`src/rtl/seg_display_arbiter.sv`:
```
// Two-client arbiter for an 8-digit seven-segment scan driver: generates the
// digit strobe, hands the display to one client at a time and blanks on switches.
module seg_display_arbiter #(
  parameter int unsigned CE_DIV      = 100000,
  parameter int unsigned HOLD_FRAMES = 64,
  parameter int unsigned GAP_FRAMES  = 2
) (
  input  logic        CLK_100,
  input  logic        RST_N,
  input  logic        EN,
  input  logic        REQ_A,
  input  logic        REQ_B,
  input  logic [31:0] HEX_A,
  input  logic [31:0] HEX_B,
  input  logic [7:0]  BLANK_A,
  input  logic [7:0]  BLANK_B,
  input  logic [7:0]  DP_A,
  input  logic [7:0]  DP_B,
  output logic        GNT_A,
  output logic        GNT_B,
  output logic        CE_OUT,
  output logic        FRAME_END,
  output logic [31:0] HEX_OUT,
  output logic [7:0]  BLANK_OUT,
  output logic [7:0]  DP_OUT
);

  localparam int unsigned PW = (CE_DIV > 1) ? $clog2(CE_DIV) : 1;
  localparam int unsigned FW = (HOLD_FRAMES > 0) ? $clog2(HOLD_FRAMES + 1) : 1;
  localparam int unsigned GW = (GAP_FRAMES > 0) ? $clog2(GAP_FRAMES + 1) : 1;
  localparam logic [PW-1:0] PRE_MAX = PW'(CE_DIV - 1);

  typedef enum logic [1:0] {IDLE, OWN_A, OWN_B, GAP} state_t;

  state_t        state, state_nx;
  logic          last_b, last_b_nx;
  logic [PW-1:0] pre_cnt;
  logic [2:0]    digit;
  logic [FW-1:0] frames, frames_nx, frames_inc;
  logic [GW-1:0] gaps, gaps_nx;
  logic          tick_c, frame_c, hold_met_c, gap_done_c;

  assign tick_c  = EN && (pre_cnt == PRE_MAX);
  assign frame_c = tick_c && (digit == 3'd7);

  // Grant the sole requester; on a tie, the client that did not own last.
  function automatic state_t arbitrate(input logic ra, input logic rb, input logic lb);
    if (ra && rb) return lb ? OWN_A : OWN_B;
    if (ra)       return OWN_A;
    if (rb)       return OWN_B;
    return IDLE;
  endfunction

  // Prescaler, digit counter and the two strobes
  always_ff @(posedge CLK_100 or negedge RST_N) begin
    if (!RST_N) begin
      pre_cnt   <= '0;
      digit     <= '0;
      CE_OUT    <= 1'b0;
      FRAME_END <= 1'b0;
    end else begin
      if (EN) pre_cnt <= tick_c ? '0 : pre_cnt + PW'(1);
      if (tick_c) digit <= digit + 3'd1;
      CE_OUT    <= tick_c;
      FRAME_END <= frame_c;
    end
  end

  always_ff @(posedge CLK_100 or negedge RST_N) begin
    if (!RST_N) begin
      state  <= IDLE;
      last_b <= 1'b1;
      frames <= '0;
      gaps   <= '0;
      GNT_A  <= 1'b0;
      GNT_B  <= 1'b0;
    end else begin
      state  <= state_nx;
      last_b <= last_b_nx;
      frames <= frames_nx;
      gaps   <= gaps_nx;
      GNT_A  <= (state_nx == OWN_A);
      GNT_B  <= (state_nx == OWN_B);
    end
  end

  // Ownership decisions happen only at frame boundaries
  always_comb begin
    state_nx   = state;
    last_b_nx  = last_b;
    frames_nx  = frames;
    gaps_nx    = gaps;
    frames_inc = (32'(frames) >= HOLD_FRAMES) ? frames : frames + FW'(1);
    hold_met_c = (32'(frames_inc) >= HOLD_FRAMES);
    gap_done_c = ((32'(gaps) + 32'd1) >= GAP_FRAMES);

    if (frame_c) begin
      case (state)
        IDLE: state_nx = arbitrate(REQ_A, REQ_B, last_b);
        OWN_A: begin
          frames_nx = frames_inc;
          if (!REQ_A || (REQ_B && hold_met_c)) begin
            last_b_nx = 1'b0;
            gaps_nx   = '0;
            if (GAP_FRAMES == 0) state_nx = arbitrate(REQ_A, REQ_B, 1'b0);
            else                 state_nx = REQ_B ? GAP : IDLE;
          end
        end
        OWN_B: begin
          frames_nx = frames_inc;
          if (!REQ_B || (REQ_A && hold_met_c)) begin
            last_b_nx = 1'b1;
            gaps_nx   = '0;
            if (GAP_FRAMES == 0) state_nx = arbitrate(REQ_A, REQ_B, 1'b1);
            else                 state_nx = REQ_A ? GAP : IDLE;
          end
        end
        GAP: begin
          if (gap_done_c) state_nx = arbitrate(REQ_A, REQ_B, last_b);
          else            gaps_nx  = gaps + GW'(1);
        end
        default: state_nx = IDLE;
      endcase
      if ((state_nx == OWN_A || state_nx == OWN_B) && state_nx != state) frames_nx = '0;
    end
  end

  // Display data follows the current owner; dark when nobody owns
  always_ff @(posedge CLK_100 or negedge RST_N) begin
    if (!RST_N) begin
      HEX_OUT   <= '0;
      BLANK_OUT <= 8'hFF;
      DP_OUT    <= '0;
    end else begin
      case (state)
        OWN_A: begin
          HEX_OUT   <= HEX_A;
          BLANK_OUT <= BLANK_A;
          DP_OUT    <= DP_A;
        end
        OWN_B: begin
          HEX_OUT   <= HEX_B;
          BLANK_OUT <= BLANK_B;
          DP_OUT    <= DP_B;
        end
        default: begin
          HEX_OUT   <= '0;
          BLANK_OUT <= 8'hFF;
          DP_OUT    <= '0;
        end
      endcase
    end
  end

endmodule

```
`config.mk`:
```
export PLATFORM = sky130hd
export DESIGN_NAME = seg_display_arbiter
export DESIGN_NICKNAME = d
export VERILOG_FILES = /design/src/rtl/seg_display_arbiter.sv
export SDC_FILE = /design/constraint.sdc
export NUM_CORES = 1
export LEC_CHECK = 0
export CAP_MARGIN = 5
export CORE_ASPECT_RATIO = 0.75
export CORE_MARGIN = 2
export CORE_UTILIZATION = 42
export CTS_CLUSTER_DIAMETER = 120
export DETAILED_ROUTE_END_ITERATION = 7
export PLACE_DENSITY = 0.77
export SYNTH_ARGS = -nofsm -noshare
export SYNTH_HDL_FRONTEND = slang
export SYNTH_SLANG_ARGS = --single-unit
```
`constraint.sdc`:
```
create_clock -name CLK_100 -period 4.3 [get_ports CLK_100]
set_clock_uncertainty 0.05 [all_clocks]
set_input_delay 1.29 -clock CLK_100 [delete_from_list [all_inputs] [get_ports CLK_100]]
set_output_delay 1.29 -clock CLK_100 [all_outputs]
set_load 0.01 [all_outputs]
```
After elaboration in Yosys (flattened, before gate mapping)
Cells that the tools add are included.
{"block": "word_totals", "input_bits": 101, "output_inout_bits": 52, "regBits": 84, "wordCells": 109}
{"block": "op_classes", "muxes": 56, "add_sub_neg": 5, "order_cmp": 3, "eq_ne": 13, "n_reduce_logical": 19}
{"op": "32-bit one-hot mux with 2 select lines", "count": 1}
{"op": "2-bit two-way mux", "count": 20}
{"op": "8-bit one-hot mux with 2 select lines", "count": 2}
{"op": "1-bit two-way mux", "count": 26}
{"op": "7-bit two-way mux", "count": 3}
{"op": "17-bit by 1-bit adder with 17-bit output (second input constant)", "count": 1}
{"op": "17-bit equality test (second input constant)", "count": 1}
{"op": "17-bit two-way mux", "count": 1}
{"op": "7-bit greater-or-equal comparator (second input constant)", "count": 2}
{"op": "2-bit equality test (second input constant)", "count": 4}
{"op": "2-bit one-hot mux with 4 select lines", "count": 1}
{"op": "7-bit by 1-bit adder with 7-bit output (second input constant)", "count": 1}
{"op": "2-bit by 1-bit equality test with 1-bit output (second input constant)", "count": 3}
{"op": "1-bit logical AND", "count": 6}
{"op": "2-bit != test (second input constant)", "count": 3}
{"op": "2-bit one-hot mux with 3 select lines", "count": 1}
{"op": "5-bit AND reduction", "count": 1}
{"op": "4-bit AND reduction", "count": 1}
{"op": "2-bit nonzero test", "count": 2}
{"op": "2-bit by 1-bit adder with 3-bit output (second input constant)", "count": 1}
{"op": "3-bit by 1-bit adder with 3-bit output (second input constant)", "count": 1}
{"op": "3-bit equality test (second input constant)", "count": 1}
{"op": "3-bit by 2-bit greater-or-equal comparator with 1-bit output (second input constant)", "count": 1}
{"op": "1-bit logical OR", "count": 3}
{"op": "other kinds (8)", "count": 9}

Logic depth before layout (Yosys ltp)
{"block": "depth", "ltp_word": 25, "depth_mapped": 9, "mapped_depth_nobuf": 8}

Worst setup path before layout
No wires, ideal clock.
{"block": "synth_path", "kind": "input to register", "startpoint": "input port REQ_B", "endpoint": "register frames[1]", "setup_ps": 138, "t_required_ps": 4112, "arrival_ps": 2816, "stages": 7, "setup_slack_ps": 1296, "path_buffers": 1, "path_cell_list": "buf_4 -> a21boi_1 -> o211a_1 -> o21a_1 -> or4_1 -> mux2i_1 -> o22ai_1"}
{"block": "synth_between", "elab_chain_cells": 17, "word_cells_on_any_way": 42, "classes_between": "eq/ne (3); mux (30); reduce/logical (9)"}
{"element": "start, declared", "line_no": "12", "rtl": "input logic REQ_B,"}
{"element": "1-bit two-way mux (2 in series)", "line_no": "50", "rtl": "if (rb) return OWN_B;"}
{"element": "1-bit two-way mux", "line_no": "49", "rtl": "if (ra) return OWN_A;"}
{"element": "1-bit two-way mux", "line_no": "119", "rtl": "if (gap_done_c) state_nx = arbitrate(REQ_A, REQ_B, last_b);"}
{"element": "1-bit two-way mux", "line_no": "98", "rtl": "case (state)"}
{"element": "1-bit two-way mux", "line_no": "97", "rtl": "if (frame_c) begin"}
{"element": "2-bit two-way mux", "line_no": "51", "rtl": "return IDLE;"}
{"element": "2-bit two-way mux", "line_no": "50"}
{"element": "2-bit two-way mux", "line_no": "49"}
{"element": "2-bit two-way mux", "line_no": "119"}
{"element": "2-bit one-hot mux with 4 select lines (*)", "line_no": "98"}
{"element": "2-bit two-way mux (*)", "line_no": "97"}
{"element": "2-bit by 1-bit equality test with 1-bit output or 2-bit equality test (tied branches)", "line_no": "124", "rtl": "if ((state_nx == OWN_A || state_nx == OWN_B) && state_nx != state) frames_nx = '0;"}
{"element": "1-bit logical OR", "line_no": "124"}
{"element": "1-bit logical AND (*)", "line_no": "124"}
{"element": "2-bit nonzero test (no source line)"}
{"element": "2-bit AND reduction (no source line)"}
{"element": "end signal, assigned", "line_no": "80", "rtl": "frames <= frames_nx;"}
{"element": "end, declared", "line_no": "39", "rtl": "logic [FW-1:0] frames, frames_nx, frames_inc;"}
Mark *: on every way between the ends. The rest lies on a longest branch, timed or not. The select of a mux whose other input is x is not followed.
A chain may end at the register's enable or synchronous reset.

Worst setup path in the final report
{"block": "layout_path", "startpoint": "input port REQ_A", "endpoint": "register frames[1]"}
{"block": "layout_between", "elab_chain_cells": 15, "word_cells_on_any_way": 41, "classes_between": "eq/ne (3); mux (29); reduce/logical (9)"}
{"element": "start, declared", "line_no": "11", "rtl": "input logic REQ_A,"}
{"element": "1-bit two-way mux (2 in series)", "line_no": "49"}
{"element": "1-bit two-way mux", "line_no": "119"}
{"element": "1-bit two-way mux", "line_no": "98"}
{"element": "1-bit two-way mux", "line_no": "97"}
{"element": "2-bit two-way mux", "line_no": "50"}
{"element": "2-bit two-way mux", "line_no": "49"}
{"element": "2-bit two-way mux", "line_no": "119"}
{"element": "2-bit one-hot mux with 4 select lines (*)", "line_no": "98"}
{"element": "2-bit two-way mux (*)", "line_no": "97"}
{"element": "2-bit by 1-bit equality test with 1-bit output or 2-bit equality test (tied branches)", "line_no": "124"}
{"element": "1-bit logical OR", "line_no": "124"}
{"element": "1-bit logical AND (*)", "line_no": "124"}
{"element": "2-bit nonzero test (no source line)"}
{"element": "2-bit AND reduction (no source line)"}
Marked as above.

==> results.sh <==
export IMPL_status="completed"
export IMPL_cts_hold_buf=0
export IMPL_syn_area_sq_um=4010
export IMPL_grt_pass1_wl_mm=15.5
export IMPL_wl_mm=9.88
export IMPL_yosys_warnings=0
export IMPL_syn_area_per_cell_sq_um=10.5
export IMPL_route_detailed_drc=0
export IMPL_multiInputGateArea_sq_um=1740
export IMPL_io_buffers=152
export IMPL_clockBufferDepth=2
export IMPL_finalMaxSlewViolations=0
export IMPL_clk_latency_ns=0.34
export IMPL_final_core_util_pct=64.4
export IMPL_cts_max_level=3
export IMPL_ant_nets=0
export IMPL_crit_required_ns=4.46
export IMPL_clk_pin_slew_ns=0.06
export IMPL_crit_fanout=10
export IMPL_drive_gt1_share_pct=8.11
export IMPL_routed_via_density=5.13
export IMPL_fin_crit_ns=3.42
export IMPL_grt_overflow=0
export IMPL_ioPinCount=153
export IMPL_timing_max_cap_violations=0
export IMPL_async_flop_share_pct=100
export IMPL_synth_edf_count=0
export IMPL_fmax_mhz=292
export IMPL_cts_setup_buffers=0
export IMPL_min_period_over_period_pct=79.6
export IMPL_clock_root_buffer="clkbuf_16"
export IMPL_p_leak_nw=2.53
export IMPL_hold_violations=0
export IMPL_core_area_sq_um=9160
export IMPL_grt_pass1_vias=3216
export IMPL_hp_class="reg2reg"
export IMPL_crit_path_end_kind="flop"
export IMPL_numClockSinks=84
export IMPL_hpwl_mm=7.03
export IMPL_grtUsageTotal_pct=19.6
export IMPL_cp_start_kind="input pin"
export IMPL_row_count=30
export IMPL_post_cts_resized=0
export IMPL_cts_buffers=9
export IMPL_dr_pass1_iters=4
export IMPL_final_common_cell="clkdlybuf4s50_1"
export IMPL_grt_start_max_net_pins=85
export IMPL_initial_utilization_pct=43.8
export IMPL_routed_via_count=3374
export IMPL_critPathArrivalTime_ns=3.58
export IMPL_fillers=762
export IMPL_dieArea_sq_um=10400
export IMPL_antenna_found_initial=0
export IMPL_ff_latch_area_sq_um=2110
export IMPL_synth_net_count=492
export IMPL_die_h_microns=88.6
export IMPL_worst_slew_pin_slew_ns=1.01
export IMPL_synth_cells=381
export IMPL_fin_setup_tns_ns=0
export IMPL_fin_nets=636
export IMPL_path_class="in2reg"
export IMPL_drtIter0Drc=163
export IMPL_mostFrequentLayoutCells="clkdlybuf4s50_1 (151), dfrtp_1 (75), a22oi_1 (49), nor2b_1 (42), nand2_1 (28)"
export IMPL_antenna_cells=0
export IMPL_yosys_cell_types_count=57
export IMPL_max_vdd_ir_drop_mv=0.206
export IMPL_gp_congestion=0.901
export IMPL_final_setup_viol_count=0
export IMPL_ys_seq_area_share_pct=52.7
export IMPL_die_w_microns=117
export IMPL_ys_flop_type="dfrtp_1"
export IMPL_ys_ff_latch=84
export IMPL_syn_to_final_growth_pct=47.1
export IMPL_timing_slew_headroom_pct=32.7
export IMPL_cts_tree="done"
export IMPL_p_per_area_nw_per_um2=320
export IMPL_rsz0062_at_grt="no"
export IMPL_wire_per_inst_microns=15.0
routing by layer:
metal / GRT usage, % / part of all wire (%) / up-vias
met2: 32.6 / 49 / 120
met4: 7.59 / 1.8 / 0
met3: 6.23 / 7.9 / 17
li1: - / - / 1633
met1: 24.1 / 41 / 1604
met5: 0 / 0 / -
sequential cells by signal, indices dropped and copies added (netlist names):
| signal | count |
|---|---|
| GNT_B | 1 |
| CE_OUT | 1 |
| state | 2 |
| DP_OUT | 8 |
| gaps | 2 |
| HEX_OUT | 32 |
| pre_cnt | 17 |
| digit | 3 |
| GNT_A | 1 |
| frames | 7 |
| FRAME_END | 1 |
| BLANK_OUT | 8 |
| last_b | 1 |
synthesized netlist by cell type (2+ instances only):
library cell,number,area share (%)
dfrtp_1,75,47
clkbuf_1,18,1.7
mux2_2,4,1.1
xor2_1,6,1.3
mux2i_1,2,0.50
a22o_1,2,0.44
o21a_1,4,0.75
dfstp_2,9,5.9
and3_1,2,0.31
ha_1,10,3.1
a22oi_1,49,9.2
a31oi_1,2,0.31
o31ai_1,2,0.37
nor3_1,11,1.4
a21oi_1,8,1.0
nand3_1,10,1.2
nor2b_1,42,6.6
and4_1,2,0.44
inv_1,17,1.6
nor2_1,19,1.8
o21ai_1,3,0.37
o21ai_0,6,0.75
o22ai_1,3,0.47
o2bb2ai_1,2,0.44
nand2_1,28,2.6
nand4_1,4,0.62
o211ai_1,2,0.37
xnor2_1,10,2.2
critical path: stages:
cell and delay [ns]:
clkdlybuf4s50_1 0.69, a21boi_1 0.18, o211a_1 0.24, o21a_1 0.19, or4_1 0.54, mux2i_1 0.31, o22ai_1 0.13
kinds of logic after synthesis:
logic type                 after synthesis  synth area share, %
and+or+nand+nor                        136                 19.1
buffers and inverters                   39                 3.96
xor gates and xnor gates                16                 3.49
DFF                                     84                 52.7
muxes                                    6                 1.62
AOI/OAI and AO/OA                       90                 16.0
adders and majority gates               10                 3.12
through the flow:
stage / cells / cell area, sq um / power [mW] / setup slack [ns] / hold WS (ns)
floorplan: 381 / 4010 / 1.01 / 1.30 / 0.398
global placement: 642 / 5620 / 1.18 / 0.644 / 0.412
detailed placement: 642 / 5620 / 1.19 / 0.580 / 0.414
CTS: 658 / 5900 / 1.91 / 0.920 / 0.426
global route: 658 / 5900 / 1.99 / 0.756 / 0.438
finish: 658 / 5900 / 1.89 / 0.879 / 0.423
where the power goes:
group	internal, mW	switching [mW]
sequential	0.847	0.0419
combinational	0.178	0.105
clock	0.405	0.309
total	1.43	0.456
path summary, 6_finish.rpt:
kind / start / end / slack (ns) / cells after the start
min in group asynchronous: RST_N / pre_cnt[1] / 1.08 / 1
max in group asynchronous: RST_N / DP_OUT[5] / 2.47 / 1
min reg2reg: digit[0] / digit[0] / 0.42 / 1
max: REQ_A / frames[1] / 0.88 / 7
max reg2reg: state[0] / frames[1] / 1.35 / 8
min: digit[0] / digit[0] / 0.42 / 1
final cells by class:
cell class / instances / area share (%)
inverters: 17 / 1.08
flip-flops and latches: 84 / 35.8
clock inverters: 6 / 0.679
well taps: 128 / 2.71
clock buffers: 10 / 4.05
repair buffers: 155 / 26.1
multi-input cells: 258 / 29.5
(Power assumes the default switching activity.)
